### src/rtl/pe_array_sched.sv
// pe_array_sched: sequences a PE array over FILTG_CNT filter groups x IFG_CNT ifmap groups.
// Each pass opens a filter-load window (first ifmap group of a filter group only), writes
// IF_LOAD_CYCLES ifmap words into each PE in turn, broadcasts a start, then collects the
// per-PE done pulses before stepping to the next group. Outputs decode registered state only.
module pe_array_sched #(
    parameter int unsigned PE_COUNT         = 4,
    parameter int unsigned IFG_CNT          = 4,
    parameter int unsigned FILTG_CNT        = 2,
    parameter int unsigned FILT_LOAD_CYCLES = 8,
    parameter int unsigned IF_LOAD_CYCLES   = 6,
    localparam int unsigned IFG_W  = (IFG_CNT > 1) ? $clog2(IFG_CNT) : 1,
    localparam int unsigned FG_W   = (FILTG_CNT > 1) ? $clog2(FILTG_CNT) : 1,
    localparam int unsigned LC_MAX = (FILT_LOAD_CYCLES > IF_LOAD_CYCLES) ?
                                     FILT_LOAD_CYCLES : IF_LOAD_CYCLES,
    localparam int unsigned LC_W   = (LC_MAX > 1) ? $clog2(LC_MAX) : 1
) (
    input  logic                clk,
    input  logic                rst,
    input  logic                start,
    input  logic                abort,
    input  logic [PE_COUNT-1:0] pe_done,
    output logic                busy,
    output logic                sel_addr,
    output logic                filt_wen,
    output logic                ifwen,
    output logic [PE_COUNT-1:0] pe_sel,
    output logic                pe_start,
    output logic                mode,
    output logic [IFG_W-1:0]    ifg_idx,
    output logic [FG_W-1:0]     filtg_idx,
    output logic                done_all
);

    typedef enum logic [2:0] {
        StIdle,
        StLoadFilt,
        StLoadIf,
        StStart,
        StWait,
        StNext,
        StDone
    } state_e;

    state_e              state_q;
    logic [LC_W-1:0]     lc_q;
    logic [PE_COUNT-1:0] pe_sel_q;
    logic [PE_COUNT-1:0] mask_q;
    logic [IFG_W-1:0]    ifg_q;
    logic [FG_W-1:0]     fg_q;
    logic [PE_COUNT-1:0] mask_next;

    // Done pulses seen so far in this pass, including the current cycle.
    always_comb begin
        mask_next = mask_q | pe_done;
    end

    // Sequencer: state, load counter, PE select rotation, group indices and done collection.
    always_ff @(posedge clk or negedge rst) begin
        if (!rst) begin
            state_q  <= StIdle;
            lc_q     <= '0;
            pe_sel_q <= PE_COUNT'(1);
            mask_q   <= '0;
            ifg_q    <= '0;
            fg_q     <= '0;
        end else if (abort && (state_q != StIdle)) begin
            // Abort wins over every transition, DONE included, so no done_all can leak out.
            state_q  <= StIdle;
            lc_q     <= '0;
            pe_sel_q <= PE_COUNT'(1);
            mask_q   <= '0;
            ifg_q    <= '0;
            fg_q     <= '0;
        end else begin
            unique case (state_q)
                StIdle: begin
                    // abort in IDLE has no effect of its own but still masks start
                    if (start && !abort) begin
                        state_q  <= StLoadFilt;
                        lc_q     <= '0;
                        pe_sel_q <= PE_COUNT'(1);
                        ifg_q    <= '0;
                        fg_q     <= '0;
                    end
                end
                StLoadFilt: begin
                    if (lc_q == LC_W'(FILT_LOAD_CYCLES - 1)) begin
                        lc_q    <= '0;
                        state_q <= StLoadIf;
                    end else begin
                        lc_q <= lc_q + LC_W'(1);
                    end
                end
                StLoadIf: begin
                    if (lc_q == LC_W'(IF_LOAD_CYCLES - 1)) begin
                        lc_q <= '0;
                        if (pe_sel_q[PE_COUNT-1]) begin
                            pe_sel_q <= PE_COUNT'(1);
                            state_q  <= StStart;
                        end else begin
                            // MSB is clear here, so a plain shift is the left rotation
                            pe_sel_q <= pe_sel_q << 1;
                        end
                    end else begin
                        lc_q <= lc_q + LC_W'(1);
                    end
                end
                StStart: begin
                    mask_q  <= '0;
                    state_q <= StWait;
                end
                StWait: begin
                    mask_q <= mask_next;
                    if (&mask_next) begin
                        state_q <= StNext;
                    end
                end
                StNext: begin
                    if (ifg_q != IFG_W'(IFG_CNT - 1)) begin
                        ifg_q   <= ifg_q + IFG_W'(1);
                        state_q <= StLoadIf;
                    end else if (fg_q != FG_W'(FILTG_CNT - 1)) begin
                        fg_q    <= fg_q + FG_W'(1);
                        ifg_q   <= '0;
                        state_q <= StLoadFilt;
                    end else begin
                        state_q <= StDone;
                    end
                end
                StDone: begin
                    state_q <= StIdle;
                end
                default: begin
                    state_q <= StIdle;
                end
            endcase
        end
    end

    // Output decode from registered state and counters only.
    always_comb begin
        busy      = (state_q != StIdle);
        sel_addr  = (state_q == StLoadFilt);
        filt_wen  = (state_q == StLoadFilt);
        ifwen     = (state_q == StLoadIf);
        pe_start  = (state_q == StStart);
        done_all  = (state_q == StDone);
        // first ifmap group of every filter group writes fresh psums
        mode      = (ifg_q != '0);
        pe_sel    = pe_sel_q;
        ifg_idx   = ifg_q;
        filtg_idx = fg_q;
    end

endmodule

### config.mk
export PLATFORM = sky130hd
export DESIGN_NAME = pe_array_sched
export DESIGN_NICKNAME = d
export VERILOG_FILES = /design/src/rtl/pe_array_sched.sv
export SDC_FILE = /design/constraint.sdc
export NUM_CORES = 1
export LEC_CHECK = 0
export ABC_CLOCK_PERIOD_IN_PS = 1800
export BUFFER_PORTS_ARGS = -buffer_cell sky130_fd_sc_hd__buf_2
export CAP_MARGIN = 20
export CELL_PAD_IN_SITES_DETAIL_PLACEMENT = 1
export CELL_PAD_IN_SITES_GLOBAL_PLACEMENT = 1
export CORE_AREA = 2 2 58 60
export DETAILED_ROUTE_END_ITERATION = 8
export DIE_AREA = 0 0 60 62
export GPL_TIMING_DRIVEN = 0
export PLACE_DENSITY_LB_ADDON = 0.3
export SLEW_MARGIN = 20
export SYNTH_ARGS = -nofsm -noshare
export SYNTH_HDL_FRONTEND = slang
export SYNTH_SLANG_ARGS = --single-unit
### constraint.sdc
create_clock -name clk -period 1.8 [get_ports clk]
set_input_delay 0.18 -clock clk [delete_from_list [all_inputs] [get_ports clk]]
set_output_delay 0.18 -clock clk [all_outputs]
set_load 0.03 [all_outputs]
==> results_dict.tcl, run 1 <==
set metrics [dict create \
    finalSetupViolCount 0 \
    die_area_um2 3720 \
    grt_max_degree 18 \
    viasPerCell 5.37 \
    clock_path_buffers 2 \
    cp_slowest_stage_delay_ns 0.43 \
    drc 0 \
    core-area_um2 3180 \
    area_delta_synth_final_pct 23.4 \
    wirelength_um 3250 \
    synth_seq_cells 17 \
    path_cells "ha_2, ha_2, nor4b_4, buf_4, o21ai_1, a32oi_1" \
    fin_crit_sh_pct 96.9 \
    vias 1090 \
    place_congestion 0.789 \
    syn_nets 141 \
    path_buf_inv 1 \
    htreeDepth 1 \
    power_density_nw_per_um2 1450 \
    tightestPinTransition_ns 0.425 \
    drive_gt1_share_pct 32.5 \
    nets 172 \
    arrival_ns 1.96 \
    synth_seq_area_share_pct 36.6 \
    post-dp-hpwl_um 2360 \
    min_period_ns 1.74 \
    diodes 0 \
    yosys-top-cells-area "dfrtp_1 34%, ha_1 6.4%, a21oi_1 3.9%" \
    synth_top_area_share_pct 34.3 \
    grt_pass1_vias 1134 \
    clkTransAtPathRegs_ns 0.10 \
    slew_headroom_pct 71.6 \
    syn_area_um2 1170 \
    track_usage_pct 19.0 \
    synth_top_area_cell "dfrtp_1" \
    cp_slowest_cell "dfrtp_1" \
    hp-class "input pin to register" \
    yosysMostFrequentCell "dfrtp_1" \
    syn_inst 127 \
    max-cap-violations 0 \
    whs_ns 0.291 \
    numCtsBuffers 3 \
    rows 21 \
    io_buffers 21 \
    synth_flop_cell "dfrtp_1" \
    cts_sinks 17 \
    grt_pass1_wl_um 5130 \
    wl_per_cell_um 16.0 \
    synth-async-reset-ratio_pct 100 \
    ios 22 \
    syn_avg_cell_area_um2 9.18 \
    pre_cts_ws_ns -0.0394 \
    postRouteAntennaNets 0 \
    die_w_um 60 \
    dieHeight_um 62 \
    tritoncts "yes" \
    antenna_found_initial 0 \
    path_delay_family "flip-flops" \
    start_util_pct 36.7 \
    tns_ns 0 \
    peakVddDrop_v 0.000473 \
    dp_cells 194 \
    clock-root-buffer "clkbuf_4" \
    fill_cells 379 \
    crit_top_cell "ha_2" \
    p_leak_nw 0.715 \
    synth_edf_count 0 \
    synth_commonest_cells "16 x dfrtp_1, 12 x inv_1, 12 x nand2_1" \
    yosysUniqueCellTypes 41 \
    final.setup.worst_slack_ns 0.0555 \
    grt_overflow_total 0 \
    status "finished, final reports clean" \
    skew_ns 0.00293 \
    required_ns 2.01 \
    max_freq_mhz 573 \
    end_kind "register" \
    maxSlewViolCount 0 \
    yosysWarningCount 0 \
    crit_path_start_kind "register" \
    firstDrtPassIters 4 \
    critPathMaxFanout 4 \
    hold_viol 0 \
    insertion_delay_ns 0.29 \
    critPathKind "register to register" \
    dr.first_iter.drc_count 24 \
    final_cells 203 \
]
[layer usage]
layer,track usage [%],share of wire [%],vias to the layer above
met5,0,0,-
met4,10.8,4.2,0
met3,3.11,2.0,12
met2,33.9,53,19
met1,21.5,41,540
li1,-,-,519
[stage by stage]
step | instance area (um2) | utilization (%) | total power [mW]
2_1_floorplan | 1170 | - | 1.44
5_1_grt | 1440 | 45.3 | 2.27
6_report | 1440 | 45.3 | 2.09
3_3_place_gp | 1330 | 41.8 | 1.66
3_5_place_dp | 1330 | 41.8 | 1.73
4_1_cts | 1380 | 43.5 | 1.99
[power by group]
group / internal [mW] / total (mW) / switching (mW)
Sequential: 0.483 / 0.576 / 0.0929
Combinational: 0.552 / 1.30 / 0.752
Clock: 0.0863 / 0.209 / 0.123
Total: 1.12 / 2.09 / 0.968
[worst paths after layout]
check,from,endpoint,slack [ns],cells after the start
worst min register to register,pe_sel[0]$_DFFE_PN1P_,pe_sel[0]$_DFFE_PN1P_,0.49,2
worst max register to register,lc_q[1]$_DFFE_PN0P_,state_q[0]$_DFFE_PN0P_,0.06,6
max in group asynchronous,rst,pe_sel[0]$_DFFE_PN1P_,1.12,2
min in group asynchronous,rst,lc_q[0]$_DFFE_PN0P_,0.35,2
worst min-delay path,pe_done[3],mask_q[3]$_DFFE_PN0P_,0.29,4
worst max-delay path,lc_q[1]$_DFFE_PN0P_,state_q[0]$_DFFE_PN0P_,0.06,6
[worst min-delay path: stages]
cell	delay, ns
buf_2	0.09
a21oi_1	0.06
a2bb2oi_1	0.12
o21ai_1	0.10
[layout make-up]
class / instances / area, um2 / area share [%]
multi-input cells: 90 / 669 / 46.5
well taps: 46 / 57.6 / 4.00
plain buffers: 8 / 62.6 / 4.35
inverters: 12 / 45.0 / 3.13
repair buffers: 26 / 150 / 10.4
flip-flops and latches: 17 / 428 / 29.7
clock buffers: 4 / 26.3 / 1.83
[cells by family (layout without fill, tap and decap cells)]
| family | after synthesis | after routing | synth area share [%] |
|---|---|---|---|
| compound gates | 47 | 47 | 27.6 |
| fa+ha+maj | 6 | 6 | 6.44 |
| buf+inv | 20 | 50 | 8.26 |
| flops | 17 | 17 | 36.6 |
| mux | 3 | 3 | 2.68 |
| simple gates | 34 | 34 | 18.5 |
[placed cells by master, fill, tap and decap left out, types with 2 or more instances in the layout]
master,instances
nor4b_4,2
nor3_1,2
ha_2,2
a31oi_1,3
buf_4,8
inv_1,11
ha_1,4
o2bb2ai_1,2
nand2_1,11
buf_6,2
nor2_1,4
dfrtp_1,15
a21o_1,2
o21ai_1,8
nor3b_2,2
o21a_1,2
nand2b_1,2
o22ai_1,5
clkbuf_4,5
a22o_1,4
buf_2,21
a2bb2oi_1,4
mux2i_1,2
a21oi_1,9
[state kept, by name, indices dropped and copies added, names as in the netlist]
| name | flops |
|---|---|
| mask_q | 4 |
| filtg_idx | 1 |
| pe_sel | 4 |
| lc_q | 3 |
| state_q | 3 |
| ifg_idx | 2 |
[what timing repair did]
action                                  CTS  global route
endpoints found under the hold margin    16             0
hold buffers                              1             0
pin swaps                                 0             4
endpoints found under the setup margin    3             5
resized for setup                         5            12
buffers inserted                          0             4
Note: power is estimated with default switching activity, not from simulation.
==> run 2: changes to the inputs <==
--- a/config.mk
+++ b/config.mk
@@ -11,6 +11,7 @@
 export CELL_PAD_IN_SITES_DETAIL_PLACEMENT = 1
 export CELL_PAD_IN_SITES_GLOBAL_PLACEMENT = 1
 export CORE_AREA = 2 2 58 60
+export CTS_BUF_LIST = sky130_fd_sc_hd__clkbuf_4 sky130_fd_sc_hd__clkbuf_8
 export DETAILED_ROUTE_END_ITERATION = 8
 export DIE_AREA = 0 0 60 62
 export GPL_TIMING_DRIVEN = 0
==> run 2 against run 1 <==
  * Combinational power barely moved
  * First-iteration DRC count fell by 21%
  * Clock power rose by 7%
  * Non-clock buffer count rose by 1
  * Sequential cell count did not move
  * Sequential power barely moved
  * Utilization rose by 0.47 points
  * Final area rose by 1.0%
  * Register-to-register slack barely moved
  * Via count rose by 1.6%
  * Sequential share of layout area fell by 0.31 points
  * Worst hold slack improved by 0.0023 ns
==> results_dict.tcl, run 2 (synthesized netlist as in run 1, its figures left out) <==
set metrics [dict create \
    r2r-start "lc_q[0]$_DFFE_PN0P_" \
    max-cap-violations 0 \
    hold_start "pe_done[3]" \
    clock_path_buffers 2 \
    utilization_pct 45.7 \
    critPathKind "register to register" \
    peakVddDrop_v 0.000480 \
    drive_gt1_share_pct 33.5 \
    nets 173 \
    die_w_um 60 \
    critPathLaunch "lc_q[0]$_DFFE_PN0P_" \
    track_usage_pct 19.0 \
    vias 1107 \
    fin_total_pwr_mw 2.12 \
    maxSlewViolCount 0 \
    pre_cts_ws_ns -0.0394 \
    final.setup.worst_slack_ns 0.0545 \
    grt_max_degree 18 \
    wl_per_cell_um 16.1 \
    clkTransAtPathRegs_ns 0.10 \
    p_leak_nw 0.725 \
    post-dp-hpwl_um 2360 \
    dieHeight_um 62 \
    insertion_delay_ns 0.29 \
    switching_power_mw 0.972 \
    finalSetupViolCount 0 \
    area_delta_synth_final_pct 24.7 \
    hold_viol 0 \
    fill_cells 373 \
    dr.first_iter.drc_count 19 \
    postRouteAntennaNets 0 \
    skew_ns 0.00516 \
    crit_path_start_kind "register" \
    slew_headroom_pct 71.4 \
    critPathMaxFanout 4 \
    htreeDepth 1 \
    hp-class "input pin to register" \
    die_area_um2 3720 \
    grt_overflow_total 0 \
    clock-root-buffer "clkbuf_4" \
    fin_crit_sh_pct 97.0 \
    grt_pass1_wl_um 5150 \
    end_kind "register" \
    multi_input_area_um2 669 \
    layout_commonest_cell "buf_2" \
    required_ns 2.01 \
    tritoncts "yes" \
    antenna_found_initial 0 \
    numCtsBuffers 3 \
    grt_pass1_vias 1136 \
    p_sw_share_pct 45.8 \
    clkPwrFrac_pct 10.6 \
    min_period_ns 1.75 \
    max_freq_mhz 573 \
    diodes 0 \
    power_density_nw_per_um2 1460 \
    p_int_mw 1.15 \
    pwr-share-comb_pct 62.3 \
    core-area_um2 3180 \
    wirelength_um 3280 \
    viasPerCell 5.43 \
    io_buffers 21 \
    firstDrtPassIters 4 \
    p_seq_share_pct 27.1 \
    mostFrequentLayoutCells "21 x buf_2, 15 x dfrtp_1, 11 x inv_1, 11 x nand2_1, 9 x a21oi_1" \
    place_congestion 0.789 \
    status "finished, final reports clean" \
    arrival_ns 1.96 \
    ios 22 \
    whs_ns 0.293 \
    seqCellArea_um2 428 \
    start_util_pct 36.7 \
    rows 21 \
    tightestPinTransition_ns 0.428 \
    drc 0 \
    cts_sinks 17 \
]
-- run 2: worst paths after layout --
kind                                                to  slack [ns]  depth (start not counted)
worst max-delay path            state_q[0]$_DFFE_PN0P_        0.05                          6
worst min-delay path             mask_q[3]$_DFFE_PN0P_        0.29                          4
worst max register to register  state_q[0]$_DFFE_PN0P_        0.05                          6
worst min register to register   pe_sel[0]$_DFFE_PN1P_        0.48                          2
max in group asynchronous        pe_sel[0]$_DFFE_PN1P_        1.12                          2
min in group asynchronous          lc_q[0]$_DFFE_PN0P_        0.35                          2
-- run 2: final cells by class --
cell class	count	area share, %
well taps	46	3.96
inverters	12	3.10
clock buffers	4	2.07
multi-input cells	90	46.0
plain buffers	8	4.56
flip-flops and latches	17	29.4
repair buffers	27	10.8
-- run 2: per-layer routing --
metal  vias up  share of wire, %  global-route usage [%]
li1        520                 -                       -
met1       555                41                    21.7
met2        20                53                    33.9
met3        12               2.3                    3.11
met4         0               4.0                    10.8
met5         -                 0                       0
-- run 2: metrics by stage --
step | instance area [um2] | instances | setup TNS (ns)
after floorplan | 1170 | 127 | 0
after global placement | 1330 | 194 | 0
after detailed placement | 1330 | 194 | -0.0394
after CTS | 1390 | 199 | 0
after global routing | 1450 | 204 | -0.0335
final | 1450 | 204 | 0
-- run 2: repair_timing --
item,CTS,global route
hold buffers,1,0
setup buffers,0,5
pin swaps,0,4
gates resized for setup,5,13
hold endpoints to repair,16,0
endpoints found under the setup margin,3,5
-- run 2: power groups by stage --
stage	Combinational, mW	Sequential (mW)	Clock, mW
floorplan	0.873	0.570	0
global placement	1.08	0.577	0
detailed placement	1.14	0.589	0
CTS	1.19	0.582	0.237
global route	1.45	0.592	0.260
finish	1.32	0.575	0.224
-- run 2: worst max-delay path, stage by stage (launching register included) --
cell	delay, ns
dfrtp_1	0.42
ha_2	0.19
ha_2	0.18
nor4b_4	0.36
buf_4	0.18
o21ai_1	0.09
a32oi_1	0.23
